==> src/rtl/tx_arb_pkg.sv <==
// Shared definitions for the UART transmit frame arbiter: FSM encoding and
// parameter defaults/limits used by tx_frame_arbiter and its sub-blocks.
package tx_arb_pkg;

  typedef enum logic [1:0] {
    ST_IDLE = 2'd0,
    ST_SEND = 2'd1,
    ST_DONE = 2'd2
  } arb_state_t;

  localparam int LEN_W_DEFAULT = 8;
  localparam int NUM_REQ_MIN   = 2;
  localparam int NUM_REQ_MAX   = 8;

endpackage

==> src/rtl/rr_pick.sv <==
// Combinational round-robin search: first set request bit at or above the
// pointer, wrapping around to bit 0.
module rr_pick #(
  parameter int NUM_REQ = 4,
  parameter int IDX_W   = $clog2(NUM_REQ)
) (
  input  logic [NUM_REQ-1:0] i_req,
  input  logic [IDX_W-1:0]   i_ptr,
  output logic [IDX_W-1:0]   o_idx,
  output logic               o_valid
);

  logic [IDX_W-1:0] w_cand;

  // NOTE: every variable driven here is given a default before the loop, so
  // no path leaves it unassigned and no latch is inferred.
  always_comb begin
    o_idx   = '0;
    o_valid = 1'b0;
    w_cand  = i_ptr;
    for (int off = 0; off < NUM_REQ; off++) begin
      if (!o_valid && i_req[w_cand]) begin
        o_valid = 1'b1;
        o_idx   = w_cand;
      end
      w_cand = (w_cand == IDX_W'(NUM_REQ - 1)) ? '0 : w_cand + IDX_W'(1);
    end
  end

endmodule

==> src/rtl/tx_frame_arbiter.sv <==
// Round-robin frame scheduler in front of the UART transmit FIFO: grants one
// requester, streams its whole frame while honouring the FIFO full flag.
module tx_frame_arbiter
  import tx_arb_pkg::*;
#(
  parameter int NUM_REQ = 4,
  parameter int LEN_W   = LEN_W_DEFAULT
) (
  input  logic                       clk,
  input  logic                       rst,
  input  logic [NUM_REQ-1:0]         p_Req_i,
  input  logic [NUM_REQ*LEN_W-1:0]   FrameLen_i,
  input  logic [NUM_REQ*8-1:0]       ReqData_i,
  output logic [NUM_REQ-1:0]         p_DataAck_o,
  output logic [NUM_REQ-1:0]         p_Gnt_o,
  output logic [$clog2(NUM_REQ)-1:0] Owner_o,
  output logic                       p_Busy_o,
  output logic                       p_FrameDone_o,
  output logic [7:0]                 TxData_o,
  output logic                       n_TxWe_o,
  input  logic                       p_TxFull_i
);

  localparam int OWN_W = $clog2(NUM_REQ);

  arb_state_t         r_state, w_state_next;
  logic [OWN_W-1:0]   r_owner, w_owner_next;
  logic [OWN_W-1:0]   r_rr_ptr;
  logic [LEN_W-1:0]   r_remain, w_remain_next;
  logic [NUM_REQ-1:0] r_gnt, w_gnt_next;
  logic               r_busy;
  logic               r_frame_done;
  logic [OWN_W-1:0]   w_pick_idx;
  logic               w_pick_valid;
  logic               w_fire;
  logic [7:0]         w_req_data [NUM_REQ];
  logic [LEN_W-1:0]   w_req_len  [NUM_REQ];

  for (genvar k = 0; k < NUM_REQ; k++) begin : g_slice
    assign w_req_data[k] = ReqData_i[k*8 +: 8];
    assign w_req_len[k]  = FrameLen_i[k*LEN_W +: LEN_W];
  end

  rr_pick #(
    .NUM_REQ (NUM_REQ),
    .IDX_W   (OWN_W)
  ) u_rr_pick (
    .i_req   (p_Req_i),
    .i_ptr   (r_rr_ptr),
    .o_idx   (w_pick_idx),
    .o_valid (w_pick_valid)
  );

  // Gating with rst abandons the frame immediately, even in the reset cycle.
  assign w_fire = (r_state == ST_SEND) && (r_remain != '0) && !p_TxFull_i && !rst;

  always_comb begin
    n_TxWe_o    = 1'b1;
    TxData_o    = 8'h00;
    p_DataAck_o = '0;
    if (w_fire) begin
      n_TxWe_o             = 1'b0;
      TxData_o             = w_req_data[r_owner];
      p_DataAck_o[r_owner] = 1'b1;
    end
  end

  always_comb begin
    w_state_next  = r_state;
    w_owner_next  = r_owner;
    w_remain_next = r_remain;
    w_gnt_next    = '0;
    case (r_state)
      ST_IDLE: begin
        if (w_pick_valid) begin
          w_state_next  = ST_SEND;
          w_owner_next  = w_pick_idx;
          w_remain_next = w_req_len[w_pick_idx];
        end
      end
      ST_SEND: begin
        if (r_remain == '0) begin
          w_state_next = ST_DONE;
        end else if (w_fire) begin
          w_remain_next = r_remain - LEN_W'(1);
          if (r_remain == LEN_W'(1)) w_state_next = ST_DONE;
        end
      end
      ST_DONE: w_state_next = ST_IDLE;
      default: w_state_next = ST_IDLE;
    endcase
    if (w_state_next != ST_IDLE) w_gnt_next[w_owner_next] = 1'b1;
  end

  // NOTE: state registers use non-blocking assignments so every register
  // samples the pre-edge values, independent of statement order.
  always_ff @(posedge clk) begin
    if (rst) begin
      r_state      <= ST_IDLE;
      r_owner      <= '0;
      r_rr_ptr     <= '0;
      r_remain     <= '0;
      r_gnt        <= '0;
      r_busy       <= 1'b0;
      r_frame_done <= 1'b0;
    end else begin
      r_state      <= w_state_next;
      r_owner      <= w_owner_next;
      r_remain     <= w_remain_next;
      r_gnt        <= w_gnt_next;
      r_busy       <= (w_state_next != ST_IDLE);
      r_frame_done <= (w_state_next == ST_DONE);
      if (r_state == ST_DONE) begin
        r_rr_ptr <= (r_owner == OWN_W'(NUM_REQ - 1)) ? '0 : r_owner + OWN_W'(1);
      end
    end
  end

  assign p_Gnt_o       = r_gnt;
  assign Owner_o       = r_owner;
  assign p_Busy_o      = r_busy;
  assign p_FrameDone_o = r_frame_done;

endmodule

==> config.mk <==
export PLATFORM = sky130hd
export DESIGN_NAME = tx_frame_arbiter
export DESIGN_NICKNAME = d
export VERILOG_FILES = /design/src/rtl/tx_arb_pkg.sv /design/src/rtl/rr_pick.sv /design/src/rtl/tx_frame_arbiter.sv
export SDC_FILE = /design/constraint.sdc
export NUM_CORES = 1
export LEC_CHECK = 0
export BUFFER_PORTS_ARGS = -buffer_cell sky130_fd_sc_hd__buf_2
export CORE_MARGIN = 3
export CORE_UTILIZATION = 40
export DETAILED_ROUTE_END_ITERATION = 8
export HOLD_SLACK_MARGIN = 0.12
export PLACE_DENSITY_LB_ADDON = 0.1
export SLEW_MARGIN = 0
export SYNTH_ARGS = -nofsm -noshare
export SYNTH_HDL_FRONTEND = slang
export SYNTH_SLANG_ARGS = --single-unit
==> constraint.sdc <==
create_clock -name clk -period 4.39 [get_ports clk]
set_input_delay 0 -clock clk [delete_from_list [all_inputs] [get_ports clk]]
set_output_delay 0 -clock clk [all_outputs]
set_load 0.01 [all_outputs]
==> run_results.csv <==
group,metric,value,unit
grt,grt_usage,17.1,%
grt,grt.overflow.total,0,
synth,synth_compound_area_share,22.5,%
critical_path,worst-endpoint-arrival,4.19,ns
power_and_ir_drop,p_per_area,384,mW/mm^2
critical_path,rrSetupSlack,0.34,ns
route,viasPerCell,5.52,
finish,fin_nets,379,
synth,ys_ff_latch,20,
worst_hold_path,min_path_type,"in -> reg",
floorplan,num_io_pins,92,
clocking,cts_setup_buffers,0,
timing,max_freq,0.247,GHz
grt,grt_max_degree,21,
finish,fillers,426,
critical_path,cp_max_fo,18,
synth,synthMuxAreaShare,22.8,%
floorplan,fp-row-count,24,
timing,setup_viol,0,
synth,yosysUniqueCellTypes,56,
synth,ys_seq_area_share,21.5,%
floorplan,die_width,74.3,um
route,drt-total-wl,4.87,mm
run,max-cap-violations,0,
critical_path,cp-end-kind,"register",
grt,grt_first_pass_wirelength,7.73,mm
clocking,root_buffer,"clkbuf_8",
route,dr.pass1.iters,4,
timing,setup_slack,0.338,ns
power_and_ir_drop,ir_drop,0.242,mV
synth,synth_top_family_by_area,"multiplexers",
clocking,htree_num_levels,1,
synth,synthCells,215,
timing,tightest_slew,0.747,ns
timing,finalClockSkew,0.00320,ns
route,drc_errors,0,
floorplan,initial_core_util,42.2,%
timing,maxSlewViolCount,0,
critical_path,worstSetupStartpointType,"register",
grt,grt_pass1_vias,1815,
power_and_ir_drop,seqPwrFrac,31.6,%
clocking,path_clk_slew,0.07,ns
placed_design,place_area,0.00229,mm^2
worst_hold_path,hold_depth,4,
synth,synth-adder-area-share,5.37,%
synth,synth_edf_count,0,
finish,stdcell_area,0.00239,mm^2
timing,period_needed,4.05,ns
timing,rsz0062_at_grt,"false",
clocking,cts_tree,"done",
power_and_ir_drop,p_leak,1.18,nW
finish,drive_gt1_share,37.9,%
clocking,clock_latency,0.25,ns
timing,finalHoldViolations,0,
placed_design,gp_congestion,0.829,
power_and_ir_drop,p_int,0.532,mW
synth,synth_xor_area_share,0,%
floorplan,die_h,74.3,um
route,num_vias,1933,
clocking,clk_path_buf_depth,2,
synth,yosysWarnings,0,
route,antenna_left,0,
synth,synthArstFlopShare,0,%
critical_path,timing.rr.end,"r_remain[3]",
finish,antenna_cells,0,
clocking,cts.sinks,20,
critical_path,worstSetupPathType,"reg -> reg",
floorplan,coreArea,0.00441,mm^2
synth,syn_area,0.00186,mm^2
placed_design,io_buffers,91,
critical_path,reg2reg_from,"r_rr_ptr[0]",
synth,syn-num-nets,294,
finish,layout-area-overhead-vs-synth,28.2,%
timing,min_period_over_period,92.3,%
worst_hold_path,min_from,"FrameLen_i[18]",
power_and_ir_drop,p_sw_share,42.1,%
power_and_ir_drop,power_frac_clock,12.6,%
synth,synth-simple-area-share,20.3,%
synth,synth_flop_cell,"dfxtp_1",
critical_path,required,4.53,ns
run_status,status,"completed",
synth,syn_avg_cell_area,8.67,um^2
timing,timing.setup.tns,0,ns
route,drtIter0Drc,141,
critical_path,rr_worst_depth,9,
floorplan,die_area,0.00552,mm^2
placed_design,dpl.hpwl,3.89,mm
power_and_ir_drop,p_comb_share,55.8,%
worst_hold_path,whs_endpoint,"r_remain[2]",
power_and_ir_drop,switchingPower,0.387,mW
clocking,cts_buffers,3,
route,wl_per_cell,13.9,um
placed_design,pre_cts_ws,1.08,ns
grt,antenna_found_initial,0,
timing,relSlewSlack,50.2,%
Yosys cell counts (all sizes together), types with 2 or more instances:
master | n | area share (%)
or3 | 2 | 0.67
o21a | 2 | 0.81
dfxtp | 20 | 21
o22ai | 2 | 0.67
nor4b | 2 | 0.94
buf | 12 | 4.8
mux4 | 9 | 11
o211ai | 2 | 1.1
nor4 | 3 | 1.0
inv | 9 | 1.8
a21oi | 13 | 3.5
o31a | 2 | 0.94
and3 | 14 | 4.7
o22a | 4 | 1.9
nand2 | 13 | 2.6
nor3 | 8 | 2.1
nor3b | 2 | 0.81
and2 | 2 | 0.67
ha | 8 | 5.4
nand2b | 4 | 1.3
clkbuf | 5 | 1.0
nand3 | 2 | 0.54
mux2i | 21 | 11
nor2 | 13 | 2.6
or2 | 2 | 0.67
a31oi | 2 | 0.67
o21ai | 16 | 4.7
power by group through the flow:
stage / clock [mW] / sequential, mW / combinational (mW)
3_3_place_gp: 0 / 0.295 / 0.497
6_report: 0.116 / 0.290 / 0.512
5_1_grt: 0.132 / 0.301 / 0.577
3_5_place_dp: 0 / 0.295 / 0.503
2_1_floorplan: 0 / 0.278 / 0.400
4_1_cts: 0.121 / 0.291 / 0.516
stage by stage:
step / hold slack [ns] / cells / util [%] / total power [mW]
final: 0.121 / 350 / 54.1 / 0.918
after global routing: 0.149 / 350 / 54.1 / 1.01
after CTS: 0.126 / 350 / 53.9 / 0.927
after detailed placement: 0.296 / 342 / 51.9 / 0.798
after global placement: 0.296 / 342 / 51.9 / 0.793
after floorplan: 0.173 / 215 / - / 0.677
area by class of cell:
type | count | area [um^2] | area share [%]
Multi-Input combinational cell | 169 | 1340 | 55.9
Timing Repair Buffer | 97 | 513 | 21.5
Sequential cell | 20 | 400 | 16.8
Tap cell | 52 | 65.1 | 2.72
Clock buffer | 3 | 41.3 | 1.73
Inverter | 9 | 33.8 | 1.41
logic make-up (layout without fill, tap and decap cells):
kind of cell             count (synthesis)  count (layout)
AND/OR/NAND/NOR                         71              71
adder cells (fa/ha/maj)                  8               8
AO/OA/AOI/OAI                           59              59
buffers and inverters                   26             109
flip-flops                              20              20
multiplexers                            31              31
metal layers:
metal / routed length [um] / global-route usage (%) / vias up
met2: 2470 / 30.8 / 51
met4: 33 / 4.55 / 0
met1: 2050 / 21.3 / 895
li1: - / - / 983
met5: 0 / 0 / -
met3: 324 / 2.70 / 4
cells in the final DEF, fill, tap and decap left out, types with 2 or more instances in the layout:
master         netlist  layout
clkbuf_8             0       3
nor4_1               3       3
inv_1                9       9
a21oi_1             13      13
dlygate4sd3_1        0       5
dfxtp_1             20      20
nor4b_1              2       2
a31oi_1              2       2
or3_1                2       2
ha_1                 8       8
nor3_1               8       8
o21ai_1              2       2
o21ai_2              2       2
o21ai_0             12      12
nand2b_1             4       4
nand2_1             13      13
buf_2                3      91
mux4_2               9       9
nor2_1              13      13
mux2i_1             21      21
and3_1              14      14
o21a_1               2       2
o22a_1               3       3
and2_1               2       2
nor3b_1              2       2
o31a_1               2       2
nand3_1              2       2
flip-flops by register name, indices dropped and copies added (netlist names):
register	cells
Owner_o	2
p_Busy_o	1
p_FrameDone_o	1
p_Gnt_o	4
r_remain	8
r_rr_ptr	2
r_state	2
worst max-delay path, cell delays in order, from the launching register on:
cell           delay, ns
dfxtp_1             0.58
ha_1                0.45
mux2i_1             0.38
mux2i_1             0.15
a2111oi_1           0.60
o22ai_4             0.34
mux2i_1             0.21
dlygate4sd3_1       0.56
o221ai_1            0.09
dlygate4sd3_1       0.57
timing repair:
item / CTS / global route
hold buffers: 5 / 0
resized for setup: 0 / 2
endpoints found under the setup margin: 0 / 1
hold endpoints to repair: 2 / 0
worst max path at each step:
| stage | start | to | slack [ns] | depth (start not counted) |
|---|---|---|---|---|
| after global placement | r_rr_ptr[0] | r_remain[2] | 1.13 | 8 |
| final | r_rr_ptr[0] | r_remain[3] | 0.34 | 9 |
| after detailed placement | r_rr_ptr[0] | r_remain[2] | 1.08 | 8 |
| after floorplan | r_rr_ptr[0] | r_remain[2] | 1.77 | 11 |
| after CTS | r_rr_ptr[0] | r_remain[3] | 0.14 | 9 |
| after global routing | r_rr_ptr[0] | r_remain[3] | 0.02 | 9 |
(Power assumes the default switching activity.)
